==> src/rtl/fib_stack_resp_pkg.sv <==
// fib_stack_resp_pkg: shared defaults, command-pair encodings and occupancy states for the stack responder.
package fib_stack_resp_pkg;
    localparam int DEF_WIDTH = 8;
    localparam int DEF_DEPTH = 16;
    typedef enum logic [1:0] {
        CMD_IDLE = 2'b00,
        CMD_POP  = 2'b01,
        CMD_PUSH = 2'b10,
        CMD_REPL = 2'b11
    } cmd_e;
    typedef enum logic [1:0] {ST_EMPTY, ST_PARTIAL, ST_FULL} state_e;
endpackage

==> src/rtl/fib_stack_resp_if.sv <==
// fib_stack_resp_if: controller/datapath-side stack bus; hwm exists only with FIB_STACK_HWM_EN.
interface fib_stack_resp_if
    import fib_stack_resp_pkg::*;
#(
    parameter int WIDTH = DEF_WIDTH,
    parameter int DEPTH = DEF_DEPTH,
    parameter int PTR_W = $clog2(DEPTH) + 1
);
    logic             push;
    logic             pop;
    logic [WIDTH-1:0] din;
    logic [WIDTH-1:0] dout;
    logic             is_empty;
    logic             is_full;
    logic [PTR_W-1:0] count;
    logic             ovf;
    logic             unf;
`ifdef FIB_STACK_HWM_EN
    logic [PTR_W-1:0] hwm;
`endif
    modport master (
        output push, pop, din,
        input  dout, is_empty, is_full, count, ovf, unf
`ifdef FIB_STACK_HWM_EN
        , input hwm
`endif
    );
    modport slave (
        input  push, pop, din,
        output dout, is_empty, is_full, count, ovf, unf
`ifdef FIB_STACK_HWM_EN
        , output hwm
`endif
    );
endinterface

==> src/rtl/fib_stack_resp_ptr.sv <==
// fib_stack_ptr: saturating occupancy counter, full/empty and sticky error flags, write addressing.
// With FIB_STACK_HWM_EN it also keeps the high-water mark.
module fib_stack_ptr
    import fib_stack_resp_pkg::*;
#(
    parameter int DEPTH = DEF_DEPTH,
    parameter int PTR_W = $clog2(DEPTH) + 1
) (
    input  logic             clk,
    input  logic             clr,
    input  logic             push,
    input  logic             pop,
    output logic [PTR_W-1:0] count,
    output logic             is_empty,
    output logic             is_full,
    output logic             ovf,
    output logic             unf,
    output logic             we,
    output logic [PTR_W-2:0] waddr
`ifdef FIB_STACK_HWM_EN
    , output logic [PTR_W-1:0] hwm
`endif
);
    cmd_e             cmd;
    state_e           state;
    logic [PTR_W-1:0] count_nxt;
    logic             ovf_nxt;
    logic             unf_nxt;

    always_comb begin
        cmd       = cmd_e'({push, pop});
        state     = (count == '0) ? ST_EMPTY : (count == PTR_W'(DEPTH)) ? ST_FULL : ST_PARTIAL;
        count_nxt = count;
        ovf_nxt   = ovf;
        unf_nxt   = unf;
        case (cmd)
            CMD_PUSH: begin
                count_nxt = (state == ST_FULL) ? count : count + 1'b1;
                ovf_nxt   = ovf | (state == ST_FULL);
            end
            CMD_POP: begin
                count_nxt = (state == ST_EMPTY) ? count : count - 1'b1;
                unf_nxt   = unf | (state == ST_EMPTY);
            end
            // replace-top on a non-empty stack; on an empty one it degrades to a plain push
            CMD_REPL: count_nxt = (state == ST_EMPTY) ? count + 1'b1 : count;
            default: ;
        endcase
    end

    assign is_empty = state == ST_EMPTY;
    assign is_full  = state == ST_FULL;
    assign we       = push & (pop | (state != ST_FULL));
    assign waddr    = (pop && state != ST_EMPTY) ? count[PTR_W-2:0] - 1'b1 : count[PTR_W-2:0];

    always_ff @(posedge clk or negedge clr) begin
        if (!clr) begin
            count <= '0;
            ovf   <= 1'b0;
            unf   <= 1'b0;
        end else begin
            count <= count_nxt;
            ovf   <= ovf_nxt;
            unf   <= unf_nxt;
        end
    end

`ifdef FIB_STACK_HWM_EN
    always_ff @(posedge clk or negedge clr) begin
        if (!clr) hwm <= '0;
        else      hwm <= (count > hwm) ? count : hwm;
    end
`endif
endmodule

==> src/rtl/fib_stack_resp.sv <==
// fib_stack_resp: LIFO stack responder for the Fibonacci controller; storage and top-of-stack read mux.
// Optional high-water mark output enabled by FIB_STACK_HWM_EN.
module fib_stack_resp
    import fib_stack_resp_pkg::*;
#(
    parameter int WIDTH = DEF_WIDTH,
    parameter int DEPTH = DEF_DEPTH,
    parameter int PTR_W = $clog2(DEPTH) + 1
) (
    input logic           clk,
    input logic           clr,
    fib_stack_resp_if.slave bus
);
    logic [WIDTH-1:0] mem [DEPTH];
    logic             we;
    logic [PTR_W-2:0] waddr;
    logic [PTR_W-2:0] top_idx;

    fib_stack_ptr #(.DEPTH(DEPTH), .PTR_W(PTR_W)) u_ptr (
        .clk      (clk),
        .clr      (clr),
        .push     (bus.push),
        .pop      (bus.pop),
        .count    (bus.count),
        .is_empty (bus.is_empty),
        .is_full  (bus.is_full),
        .ovf      (bus.ovf),
        .unf      (bus.unf),
        .we       (we),
        .waddr    (waddr)
`ifdef FIB_STACK_HWM_EN
        , .hwm    (bus.hwm)
`endif
    );

    // storage needs no reset: dout is forced to zero while empty
    always_ff @(posedge clk) begin
        if (we) mem[waddr] <= bus.din;
    end

    // at count==DEPTH the truncated index wraps to 0, so -1 lands on DEPTH-1
    assign top_idx  = bus.count[PTR_W-2:0] - 1'b1;
    assign bus.dout = bus.is_empty ? '0 : mem[top_idx];
endmodule
==> src/flat_wrapper.sv <==
// flat-port wrapper written by rule: the top's interface ports become plain ports
module fib_stack_resp_flat import fib_stack_resp_pkg::*;
#(
    parameter int WIDTH = DEF_WIDTH,
    parameter int DEPTH = DEF_DEPTH,
    parameter int PTR_W = $clog2(DEPTH) + 1
)
  (clk, clr, bus_push, bus_pop, bus_din, bus_dout, bus_is_empty, bus_is_full, bus_count, bus_ovf, bus_unf);
  fib_stack_resp_if #(.WIDTH(WIDTH), .DEPTH(DEPTH), .PTR_W(PTR_W)) bus_i ();
  input logic clk;
  input logic clr;
  input wire logic [$bits(bus_i.push)-1:0] bus_push;
  input wire logic [$bits(bus_i.pop)-1:0] bus_pop;
  input wire logic [$bits(bus_i.din)-1:0] bus_din;
  output wire logic [$bits(bus_i.dout)-1:0] bus_dout;
  output wire logic [$bits(bus_i.is_empty)-1:0] bus_is_empty;
  output wire logic [$bits(bus_i.is_full)-1:0] bus_is_full;
  output wire logic [$bits(bus_i.count)-1:0] bus_count;
  output wire logic [$bits(bus_i.ovf)-1:0] bus_ovf;
  output wire logic [$bits(bus_i.unf)-1:0] bus_unf;
  assign bus_i.push = bus_push;
  assign bus_i.pop = bus_pop;
  assign bus_i.din = bus_din;
  assign bus_dout = bus_i.dout;
  assign bus_is_empty = bus_i.is_empty;
  assign bus_is_full = bus_i.is_full;
  assign bus_count = bus_i.count;
  assign bus_ovf = bus_i.ovf;
  assign bus_unf = bus_i.unf;
  fib_stack_resp #(.WIDTH(WIDTH), .DEPTH(DEPTH), .PTR_W(PTR_W)) u_core (.clk(clk), .clr(clr), .bus(bus_i));
endmodule
==> config.mk <==
export PLATFORM = sky130hd
export DESIGN_NAME = fib_stack_resp_flat
export DESIGN_NICKNAME = d
export VERILOG_FILES = /design/src/rtl/fib_stack_resp_pkg.sv /design/src/rtl/fib_stack_resp_if.sv /design/src/rtl/fib_stack_resp_ptr.sv /design/src/rtl/fib_stack_resp.sv /design/src/flat_wrapper.sv
export SDC_FILE = /design/constraint.sdc
export NUM_CORES = 1
export LEC_CHECK = 0
export CAP_MARGIN = 20
export CELL_PAD_IN_SITES_DETAIL_PLACEMENT = 1
export CELL_PAD_IN_SITES_GLOBAL_PLACEMENT = 1
export CORE_MARGIN = 1
export CORE_UTILIZATION = 48
export CTS_CLUSTER_SIZE = 24
export DETAILED_ROUTE_END_ITERATION = 10
export PLACE_DENSITY_LB_ADDON = 0.3
export SLEW_MARGIN = 40
export SYNTH_ARGS = -nofsm -noshare
export SYNTH_HDL_FRONTEND = slang
export SYNTH_SLANG_ARGS = --single-unit
==> constraint.sdc <==
create_clock -name clk -period 6.45 [get_ports clk]
set_input_delay 1.935 -clock clk [delete_from_list [all_inputs] [get_ports clk]]
set_output_delay 1.935 -clock clk [all_outputs]
set_load 0.1 [all_outputs]
# Yosys cells after proc, flatten, opt, wreduce, memory -nomap -nowiden
# Memories as Yosys holds them, arrays and structs flattened.
# Cells that the tools add are included.
# Widths: inputs -> output; s select.
# op_classes
addsub	3
multipliers	0
div_mod_pow	0
magnitude_cmp	0
eq_ne	9
shift	0
n_mux	10
bitwise_logic	4
reduce_logical	6
# ops
cell	count
$mux 5	3
$pmux 5 s3	1
$mux 8	1
$eq 2x2->1 const B	3
$ne 2x2->1 const B	3
$add 5x1->5 const B	1
$eq 5x5->1 const B	1
$logic_not 5->1	1
$sub 5x1->5 const B	1
$mux 2	2
$mux 4	1
$reduce_and 4->1	1
$sub 4x1->4 const B	1
$or 1x1->1	3
$reduce_bool 3->1	1
$eq 2x1->1 const B	1
$logic_not 2->1	1
$mux 1	2
$ne 2x1->1 const B	1
$reduce_bool 2->1	1
$and 1x1->1	1
$logic_and 1x1->1	1
# word_totals
register_bits	7
latch_bits	0
mem_bits_rw	128
romBits	0
inputBits	12
mem_count	1
# memory_table
name	depth	word_bits	rd	rd_clocked_by_memory_dff	write_ports	line	text
u_core.mem	16	8	1	0	1	fib_stack_resp.sv:14	logic [WIDTH-1:0] mem [DEPTH];

# Depth between registers and ports, before layout
# Gate-level depths: netlist (run 1).
# depth
word_depth	8
mapped_depth	10
depth_no_buf	7

# Cells and area by module
# Synthesis (run 1) repeated with hierarchy kept, for this count alone.
# unflattened
cells_unflattened	349
area_unflattened_um2	5641.7
# modules_own_cells
module	n_inst	cells_per_inst	area_per_inst_um2	seq_area_each_um2
fib_stack_resp	1	291	5087.4	3843.7
fib_stack_ptr	1	58	554.3	175.2

# Worst setup path after synthesis (run 1)
# No wires, ideal clock.
# synth_timing
path_type	reg2out
startpoint	register u_core.u_ptr.count[0]
endpoint	output bus_dout[6]
arrival_time_ps	4719
required_time_ps	4515
setup_slack_ps	-204
path_stages_with_launch	11
n_path_buf	4
path_cell_list	dfrtp_1 > buf_6 > clkbuf_1 > inv_1 > ha_1 > or4b_1 > buf_2 > inv_1 > or2_2 > buf_1 > o22ai_1
# synth_between
word_cells_on_any_way	8
classes_between	add/sub (1); eq/ne (1); mux (3); reduce/logical (2); memory (1)
# synth_rtl
element	line	text
start: declaration	fib_stack_resp_ptr.sv:13	output logic [PTR_W-1:0] count,
start signal: assignment	fib_stack_resp_ptr.sv:62	count <= count_nxt;
$sub 4x1->4	fib_stack_resp.sv:42	assign top_idx = bus.count[PTR_W-2:0] - 1'b1;
named net u_core.top_idx[0]	fib_stack_resp.sv:17	logic [PTR_W-2:0] top_idx;
$mem_v2 16x8	--	
$mux 8	fib_stack_resp.sv:43	assign bus.dout = bus.is_empty ? '0 : mem[top_idx];
end: declaration	flat_wrapper.sv:15	output wire logic [$bits(bus_i.dout)-1:0] bus_dout;
# The timed path passes the listed nets, and every way through them passes these cells.

# Final worst setup path (run 1)
# layout_timing
startpoint	register u_core.u_ptr.count[1]
endpoint	output bus_dout[7]
# layout_between
elab_chain_len	5
word_cells_on_any_way	8
classes_between	add/sub (1); eq/ne (1); mux (3); reduce/logical (2); memory (1)
# layout_rtl
element	line
branches (longest 4 deep; another with $mem_v2 16x8)	--
$mux 8 *	fib_stack_resp.sv:43
# Every way passes the cells marked *.

==> results of run 1 <==
-- final timing paths --
path                                                     end  depth (start not counted)  slack [ns]                              start
setup / recovery                                 bus_dout[7]                          7        1.61  u_core.u_ptr.count[1]$_DFFE_PN0P_
hold / removal                  u_core.u_ptr.ovf$_DFFE_PN0P_                          2        0.46       u_core.u_ptr.ovf$_DFFE_PN0P_
setup reg to reg                 u_core.mem[15][2]$_DFFE_PP_                          7        3.49  u_core.u_ptr.count[0]$_DFFE_PN0P_
hold reg to reg                 u_core.u_ptr.ovf$_DFFE_PN0P_                          2        0.46       u_core.u_ptr.ovf$_DFFE_PN0P_
max in group asynchronous  u_core.u_ptr.count[0]$_DFFE_PN0P_                          1        4.36                                clr
min in group asynchronous       u_core.u_ptr.unf$_DFFE_PN0P_                          1        1.80                                clr
-- per-stage QoR --
step	cell area, µm²	TNS [ns]
2_1_floorplan	5740	-1.40
3_3_place_gp	6160	0
3_5_place_dp	6130	0
4_1_cts	6630	0
5_1_grt	6640	0
6_report	6640	0
-- layer usage --
metal / share of wire / GRT usage
met1: 0.42 / 0.280
met2: 0.52 / 0.370
met3: 0.038 / 0.0481
met4: 0.020 / 0.0838
met5: 0 / 0
-- cell families (layout without fill, tap and decap cells) --
kind of cell               after synthesis  after routing  synth area share
AOI/OAI and AO/OA                       35             35            0.0449
xor gates and xnor gates                 4              4           0.00611
adders and majority gates                6              6            0.0144
buffers and inverters                   25             75            0.0229
DFF                                    135            135             0.701
muxes                                   52             52             0.165
and+or+nand+nor                         46             46            0.0463
-- area by class of cell --
cell class,instances,share of cell area
flip-flops and latches,135,0.605
multi-input cells,143,0.244
clock buffers,20,0.0657
repair buffers,38,0.0437
well taps,143,0.0269
clock inverters,9,0.00942
inverters,8,0.00452
-- flip-flops by register name, indices dropped and copies added (netlist names) --
signal,cells
u_core.u_ptr.unf,1
u_core.u_ptr.ovf,1
u_core.mem,128
u_core.u_ptr.count,5
-- worst max-delay path, stage by stage (launching register included) --
cell,delay [ns]
dfrtp_1,0.50
inv_1,0.20
ha_1,0.32
buf_4,0.44
mux4_2,0.38
mux2i_1,0.22
o22ai_1,0.16
buf_4,0.27
-- layout by cell type, fill, tap and decap left out, types with 4 or more instances in the layout --
cell               n
clkbuf_16         17
edfxtp_1         128
mux2i_1           17
mux4_2            32
ha_1               5
buf_2              9
clkinv_1           6
dfrtp_1            6
nor2_1             4
inv_1              8
o22ai_1            8
nor2_2             8
a21oi_1            5
nor3_1             9
xnor2_1            4
clkdlybuf4s50_1   11
buf_4             18
==> results.md, run 1 <==
- Violated checks: design-rule violations
- Worst Max-Slew Pin Slew: 0.701 ns
- Post-synthesis instance total: 303
- Net Count, Synth: 321
- Ant diodes: 0
- Register clock-pin slew on the reported worst setup and hold paths: 0.06 ns
- Max-slew headroom: 0.528
- Number of hold-slack violations in the final timing report: 0
- Synth area leader: edfxtp_1
- Final weighted congestion in routability-driven placement: 0.864
- Initial Util: 0.498
- Routed WL: 12300 µm
- Height of the die: 111 µm
- GRT Util Overall: 0.220
- Clock tree from TritonCTS: built
- IO Count: 29
- Period utilization: 0.751
- Predominant post-synthesis flop cell: edfxtp_1
- Wire length of the first global-routing pass: 19100 µm
- ANT nets after route: 0
- Setup ws final: 1.61 ns
- Die area: 12400 µm²
- Post-synth top cells: edfxtp_1 (128), mux4_2 (32), mux2i_1 (17)
- Number of clock buffers inserted by TritonCTS: 17
- Req. time, crit path: 4.51 ns
- Post-Synthesis Mean Instance Area: 18.9 µm²
- Average wire per cell in the routed design: 24.8 µm
- Core utilization of the finished layout: 0.577
- Number of pins with negative max-slew slack in the final report: 0
- Number of design rule violations left after detail routing: 2
- Routed vias: 2957
- Number of buffer cells added on primary ports: 28
- EDFF count, synth: 128
- Max-capacitance violation count: 0
- Number of global-route vias before repair: 3231
- Footprint of the flip-flops and latches: 4020 µm²
- Final net count: 361
- Number of cells after detailed placement: 467
- Root cell of the clock tree: clkbuf_16
- Async SR Flop Fraction: 0.0519
- Share of the synthesized area in the top cell type: 0.670
- Synthesized area: 5730 µm²
- Run status: finished, violations left
- Fill cell total of the finished layout: 1031
- Yosys reg bits: 135
- Final-report setup violation count: 0
- GRT overflow: 0
- Worst-case clock buffer depth: 2
- Initial drt markers: 249
- Count of hold-fix buffers inserted at cts: 0
- Mean number of vias per cell: 5.96
- Count of different cell masters after synthesis: 47
- Detail Placement HPWL: 8000 µm
- Die Wd: 111 µm
- CP Capture Type: output pin
- Floorplan core area: 11500 µm²
- Area Growth Syn to Fin: 15.8%
- Setup repair after global routing missed its margin: false
- Worst Path Arrival: 2.91 ns
- Share of final-layout standard cells stronger than drive strength 1: 0.286
- Critical path start-end classification: flip-flop to output pin
- Later-pin clock latency in the skew report: 0.41 ns
- Length of the first detailed-routing pass in iterations: 9
- Fmax: 206 MHz
- Synthesis warning total: 0
- Count of H-tree levels built during CTS: 4
- Sequential cell area fraction in the yosys report: 0.701
- Critical Path Source Type: flip-flop
- Buffer count from post-CTS setup fixing: 0
- Worst hold slack: 0.465 ns
- Final standard cell count with taps included and fillers excluded: 496
- Sinks on Clock Net: 135
- Cell Rows: 39
- Class of the worst hold path: flip-flop to flip-flop
- Number of gates given a new drive strength after cts: 0
- Leading post-synthesis cells by cell area: edfxtp_1 (67%), mux4_2 (13%), dfrtp_1 (3.1%)
- Most instantiated library cell after synthesis: edfxtp_1
- Final critical delay including setup and external delays: 4.84 ns
- Worst clock skew on the final layout: 0.0107 ns
- Area taken by multi-input logic gates: 1620 µm²
- Worst slack at placement: 1.74 ns
- Pin count of the biggest net entering global routing: 36
- Largest fanout on the critical path: 35
- Number of antenna violations at the first check in global routing: 0
Power of run 1 is left out: the tool's default activity adds up to more than one toggle a clock period on the data nets, which glitch-free logic cannot reach.
==> run 2: changes to the inputs <==
==> constraint.sdc (replaced) <==
create_clock -name clk -period 5.1 [get_ports clk]
set_input_delay 1.53 -clock clk [delete_from_list [all_inputs] [get_ports clk]]
set_output_delay 1.53 -clock clk [all_outputs]
set_load 0.1 [all_outputs]
==> results.md, run 2 (same netlist as run 1, synthesis figures left out) <==
- Reg with most FFs: u_core.mem
- Die area: 12400 µm² (unchanged)
- Run status: finished, violations left
- Worst hold path endpoint: u_core.u_ptr.unf$_DFFE_PN0P_
- Cell Rows: 39 (unchanged)
- List of cells traversed by the critical path: inv_1 > ha_1 > or4b_1 > clkinvlp_4 > or2_2 > o22ai_4 > buf_12
- Detail Placement HPWL: 8390 µm (+4.8%)
- Later-pin clock latency in the skew report: 0.41 ns (about the same)
- Number of global-route vias before repair: 3283 (+1.6%)
- Routed vias: 3054 (+3.3%)
- Critical Path Source Type: flip-flop
- Start point of the worst min-delay path: u_core.u_ptr.unf$_DFFE_PN0P_
- Period utilization: 0.915
- Pin count of the biggest net entering global routing: 36 (unchanged)
- Largest registers: u_core.mem: 128 flops, u_core.u_ptr.count: 5 flops
- Sinks on Clock Net: 135 (unchanged)
- Number of antenna violations at the first check in global routing: 0 (unchanged)
- Final-layout setup total negative slack: 0 ns (unchanged)
- Number of buffer cells added on primary ports: 28 (unchanged)
- Root cell of the clock tree: clkbuf_16
- ANT nets after route: 0 (unchanged)
- Launching point of the worst reg2reg path: u_core.u_ptr.count[0]$_DFFE_PN0P_
- Max-slew headroom: 0.455 (-0.0731)
- Ant diodes: 0 (unchanged)
- Share of final-layout standard cells stronger than drive strength 1: 0.326 (+0.0398)
- Req. time, crit path: 3.57 ns (-0.94 ns)
- Fill cell total of the finished layout: 999 (-3.1%)
- Final net count: 367 (+1.7%)
- Worst-case clock buffer depth: 2 (unchanged)
- Initial drt markers: 189 (-24%)
- Register clock-pin slew on the reported worst setup and hold paths: 0.06 ns (about the same)
- Max-capacitance violation count: 0 (unchanged)
- Final critical delay including setup and external delays: 4.67 ns
- Max FFs per register: 128 (unchanged)
- CP Capture Type: output pin
- Routed WL: 13100 µm (+6.4%)
- Setup repair after global routing missed its margin: false
- Standard cell with the maximum stage delay on the critical path: or4b_1
- Fmax: 214 MHz
- Worst Max-Slew Pin Slew: 0.815 ns (+0.114 ns)
- Violated checks: design-rule violations
- Floorplan core area: 11500 µm² (unchanged)
- Mean number of vias per cell: 6.05 (+1.4%)
- Final weighted congestion in routability-driven placement: 0.781 (-9.7%)
- Number of design rule violations left after detail routing: 5 (+3)
- Largest fanout on the critical path: 19 (-46%)
- Critical path start-end classification: flip-flop to output pin
- Initial Util: 0.498 (unchanged)
- Worst flop-to-flop path endpoint: u_core.mem[1][3]$_DFFE_PP_
- Worst Path Arrival: 3.14 ns (+0.23 ns)
- Top library cells by usage in the layout, fill and taps aside: edfxtp_1 (128), mux4_2 (32), buf_4 (18), mux2i_1 (17), clkbuf_16 (17)
- Number of cell instances on the worst register-to-register path: 6 (-1)
- Height of the die: 111 µm (unchanged)
- Worst reg2reg setup slack: 1.90 ns (-1.59 ns)
- Final-report setup violation count: 0 (unchanged)
- Count of H-tree levels built during CTS: 4 (unchanged)
- IO Count: 29 (unchanged)
- Die Wd: 111 µm (unchanged)
- Worst clock skew on the final layout: 0.00523 ns (-0.00546 ns)
- Area Growth Syn to Fin: 22.7%
- Hold path depth: 1 (-1)
- Number of gates given a new drive strength after cts: 0 (unchanged)
- Class of the worst hold path: flip-flop to flip-flop
- Number of clock buffers inserted by TritonCTS: 17 (unchanged)
- GRT overflow: 0 (unchanged)
- Average wire per cell in the routed design: 26.0 µm (+4.5%)
- GRT Util Overall: 0.230 (+0.0103)
- Most common cell after layout, fill and taps aside: edfxtp_1
- Number of hold-slack violations in the final timing report: 0 (unchanged)
- Length of the first detailed-routing pass in iterations: 8 (-1)
- Clock tree from TritonCTS: built
- Number of pins with negative max-slew slack in the final report: 0 (unchanged)
- Worst path max stage delay: 0.66 ns (+0.16 ns)
- Count of hold-fix buffers inserted at cts: 0 (unchanged)
- Buffer count from post-CTS setup fixing: 0 (unchanged)
- Wire length of the first global-routing pass: 20000 µm (+4.9%)
==> run 2: cell types whose count changed in the layout (fill, tap and decap cells not counted), moves of 2 or more <==
| cell | before | now |
|---|---|---|
| o22ai_1 | 8 | 1 |
| bufinv_16 | 1 | 6 |
| clkinv_1 | 6 | 1 |
| nor2_2 | 8 | 2 |
| nor2_1 | 4 | 10 |
| o22ai_4 | 0 | 8 |
| clkinvlp_4 | 0 | 4 |
| buf_12 | 0 | 8 |
| clkbuf_1 | 3 | 1 |
| buf_2 | 9 | 7 |
==> run 2: through the flow <==
stage	instance area, µm²	instances	hold WS, ns	worst slack, ns	utilization
2_1_floorplan	5860	303	0.971	0.170	-
3_3_place_gp	6410	473	0.464	0.927	0.556
3_5_place_dp	6370	473	0.457	0.864	0.553
4_1_cts	7030	505	0.480	0.401	0.610
5_1_grt	7040	505	0.494	0.256	0.611
6_report	7040	505	0.470	0.432	0.611
==> run 2: critical path: cells and delay by family (launching register included) <==
family	cells	cell delay (ns)
AO/OA/AOI/OAI	1	0.15
buffers and inverters	3	0.59
AND/OR/NAND/NOR	2	1.09
adder cells (fa/ha/maj)	1	0.27
flip-flops	1	0.60
==> run 2: worst max-delay path by stage <==
| stage | start | endpoint | slack, ns | cells after the start |
|---|---|---|---|---|
| final | u_core.u_ptr.count[0]$_DFFE_PN0P_ | bus_dout[0] | 0.43 | 7 |
| after global routing | u_core.u_ptr.count[0]$_DFFE_PN0P_ | bus_dout[2] | 0.26 | 7 |
| after CTS | u_core.u_ptr.count[0]$_DFFE_PN0P_ | bus_dout[0] | 0.40 | 7 |
| after detailed placement | u_core.u_ptr.count[0]$_DFFE_PN0P_ | bus_dout[0] | 0.86 | 7 |
| after global placement | u_core.u_ptr.count[0]$_DFFE_PN0P_ | bus_dout[2] | 0.93 | 7 |
| after floorplan | u_core.u_ptr.count[0]$_DFFE_PN0P_ | bus_dout[0] | 0.17 | 10 |
==> run 2: area by class of cell <==
class                   instances  area, µm²  area share
clock buffers                  18        429      0.0610
well taps                     143        179      0.0254
multi-input cells             143       1700       0.242
inverters                       8       33.8     0.00480
flip-flops and latches        135       4020       0.572
repair buffers                 44        440      0.0626
clock inverters                14        230      0.0327
==> run 2: routing by layer <==
layer	global-route usage	routed length (µm)	vias up
li1	-	-	1336
met4	0.0856	150	0
met2	0.412	7240	69
met1	0.276	5310	1636
met5	0	0	-
met3	0.0443	412	13
Power of run 2 is left out for the same reason.
==> run 3: changes to the inputs <==
--- a/config.mk
+++ b/config.mk
@@ -9,7 +9,7 @@
 export CELL_PAD_IN_SITES_DETAIL_PLACEMENT = 1
 export CELL_PAD_IN_SITES_GLOBAL_PLACEMENT = 1
 export CORE_MARGIN = 1
-export CORE_UTILIZATION = 48
+export CORE_UTILIZATION = 45
 export CTS_CLUSTER_SIZE = 24
 export DETAILED_ROUTE_END_ITERATION = 10
 export PLACE_DENSITY_LB_ADDON = 0.3
==> results.md, run 3 (same netlist as run 1, synthesis figures left out) <==
- Fill cell total of the finished layout: 1130 (+13%)
- Mean number of vias per cell: 5.65 (-6.6%)
- Share of final-layout standard cells stronger than drive strength 1: 0.320 (-0.00552)
- Worst hold slack: 0.461 ns (-0.00863 ns)
- Worst flop-to-flop path endpoint: u_core.mem[3][2]$_DFFE_PP_
- Routed WL: 12400 µm (-5.8%)
- Sinks on Clock Net: 135 (unchanged)
- Worst-case clock buffer depth: 2 (unchanged)
- Ant diodes: 0 (unchanged)
- Reg with most FFs: u_core.mem
- Critical path start-end classification: flip-flop to output pin
- Buffer count from post-CTS setup fixing: 0 (unchanged)
- Clock tree from TritonCTS: built
- GRT overflow: 0 (unchanged)
- IO Count: 29 (unchanged)
- Area taken by multi-input logic gates: 1700 µm² (unchanged)
- ANT nets after route: 0 (unchanged)
- Post-layout instance area: 6990 µm² (-0.62%)
- Die area: 13200 µm² (+6.5%)
- Die Wd: 115 µm (+3.2%)
- Number of antenna violations at the first check in global routing: 0 (unchanged)
- Final critical delay including setup and external delays: 4.60 ns (-0.0719 ns)
- Average wire per cell in the routed design: 23.3 µm (-10%)
- Max-capacitance violation count: 0 (unchanged)
- List of cells traversed by the critical path: inv_1 > ha_1 > or4b_1 > clkinvlp_4 > or2_2 > o22ai_4 > buf_12
- Cell Rows: 40 (+2.6%)
- Root cell of the clock tree: clkbuf_16
- Routed vias: 2995 (-1.9%)
- Period utilization: 0.901 (-0.0141)
- Count of H-tree levels built during CTS: 4 (unchanged)
- Later-pin clock latency in the skew report: 0.41 ns (about the same)
- Setup repair after global routing missed its margin: false
- Cell area after placement: 6400 µm² (+0.53%)
- CP delay by family, top: simple AND/OR/NAND/NOR gates
- Worst path buffer plus inverter count: 3 (unchanged)
- Initial drt markers: 195 (+3.2%)
- Max FFs per register: 128 (unchanged)
- Count of hold-fix buffers inserted at cts: 0 (unchanged)
- Req. time, crit path: 3.57 ns (about the same)
- Launching point of the worst reg2reg path: u_core.u_ptr.count[0]$_DFFE_PN0P_
- Number of hold-slack violations in the final timing report: 0 (unchanged)
- Worst path max stage delay: 0.64 ns (-0.02 ns)
- Pin count of the biggest net entering global routing: 36 (unchanged)
- Footprint of the flip-flops and latches: 4020 µm² (unchanged)
- Top library cells by usage in the layout, fill and taps aside: edfxtp_1 (128), mux4_2 (32), buf_4 (19), mux2i_1 (17), clkbuf_16 (17)
- Detail Placement HPWL: 8010 µm (-4.4%)
- Largest registers: u_core.mem: 128 flops, u_core.u_ptr.count: 5 flops
- Worst hold path endpoint: u_core.u_ptr.ovf$_DFFE_PN0P_
- Start point of the worst min-delay path: u_core.u_ptr.ovf$_DFFE_PN0P_
- Number of global-route vias before repair: 3261 (-0.67%)
- Height of the die: 115 µm (+3.2%)
- Max-slew headroom: 0.488 (+0.0328)
- Critical Path Source Type: flip-flop
- Number of pins with negative max-slew slack in the final report: 0 (unchanged)
- Number of gates given a new drive strength after cts: 0 (unchanged)
- Run status: completed
- Worst clock skew on the final layout: 0.00599 ns (+0.000766 ns)
- Final weighted congestion in routability-driven placement: 0.804 (+3.0%)
- Initial Util: 0.470 (-0.0284)
- Hold path depth: 2 (+1)
- Number of clock buffers inserted by TritonCTS: 17 (unchanged)
- Final standard cell count with taps included and fillers excluded: 530 (+5.0%)
- Largest fanout on the critical path: 10 (-9)
- Number of buffer cells added on primary ports: 28 (unchanged)
- Register clock-pin slew on the reported worst setup and hold paths: 0.06 ns (about the same)
- Worst Path Arrival: 3.07 ns (-0.07 ns)
- Number of design rule violations left after detail routing: 0 (-5)
- Worst reg2reg setup slack: 1.94 ns (+0.04 ns)
- Fmax: 218 MHz (+1.6%)
- Wire length of the first global-routing pass: 19100 µm (-4.9%)
- Number of cells after detailed placement: 498 (+5.3%)
- Number of cell instances on the worst register-to-register path: 6 (unchanged)
- Final net count: 367 (unchanged)
- Area Growth Syn to Fin: 21.9%
- Standard cell with the maximum stage delay on the critical path: or4b_1
- GRT Util Overall: 0.208 (-0.0216)
- Worst Max-Slew Pin Slew: 0.766 ns (-0.0490 ns)
- Final-report setup violation count: 0 (unchanged)
- Floorplan core area: 12200 µm² (+6.0%)
- CP Capture Type: output pin
- Most common cell after layout, fill and taps aside: edfxtp_1
- Class of the worst hold path: flip-flop to flip-flop
- Length of the first detailed-routing pass in iterations: 4 (-4)
- Final-layout setup total negative slack: 0 ns (unchanged)
## run 3: changes by cell type in the layout (fill, tap and decap cells not counted)
| cell | change |
|---|---|
| clkinv_2 | +3 |
| clkinv_1 | -1 |
| clkinvlp_4 | -2 |
| clkbuf_8 | +1 |
| clkbuf_1 | +3 |
| buf_4 | +1 |
| clkinv_4 | -1 |
| buf_2 | -1 |
| bufinv_16 | -3 |
## run 3: through the flow
stage                util  worst slack, ns
detailed placement  0.524            0.921
CTS                 0.572            0.499
global route        0.573            0.388
finish              0.573            0.503
floorplan               -            0.170
global placement    0.527             1.02
## run 3: layout make-up
| cell class | instances | area share |
|---|---|---|
| repair buffers | 44 | 0.0634 |
| multi-input cells | 143 | 0.243 |
| inverters | 8 | 0.00483 |
| flip-flops and latches | 135 | 0.576 |
| well taps | 168 | 0.0301 |
| clock buffers | 22 | 0.0650 |
| clock inverters | 10 | 0.0183 |
## run 3: tightest hold or removal path, cell delays in order, from the launching register on
cell	delay (ns)
dfrtp_1	0.34
inv_1	0.04
o31ai_1	0.05
## run 3: worst max path at each step
| stage | startpoint | endpoint | slack (ns) | cells after the start |
|---|---|---|---|---|
| floorplan | u_core.u_ptr.count[0]$_DFFE_PN0P_ | bus_dout[0] | 0.17 | 10 |
| global placement | u_core.u_ptr.count[0]$_DFFE_PN0P_ | bus_dout[7] | 1.02 | 7 |
| detailed placement | u_core.u_ptr.count[0]$_DFFE_PN0P_ | bus_dout[0] | 0.92 | 7 |
| CTS | u_core.u_ptr.count[0]$_DFFE_PN0P_ | bus_dout[7] | 0.50 | 7 |
| global route | u_core.u_ptr.count[0]$_DFFE_PN0P_ | bus_dout[7] | 0.39 | 7 |
| finish | u_core.u_ptr.count[0]$_DFFE_PN0P_ | bus_dout[0] | 0.50 | 7 |
## run 3: metal layers
metal  global-route usage  up-vias  part of all wire
li1                     -     1339                 -
met1                0.265     1566              0.43
met2                0.351       80              0.52
met3               0.0490       10             0.043
met4               0.0762        0            0.0084
met5                    0        -                 0
Power of run 3 is left out for the same reason.
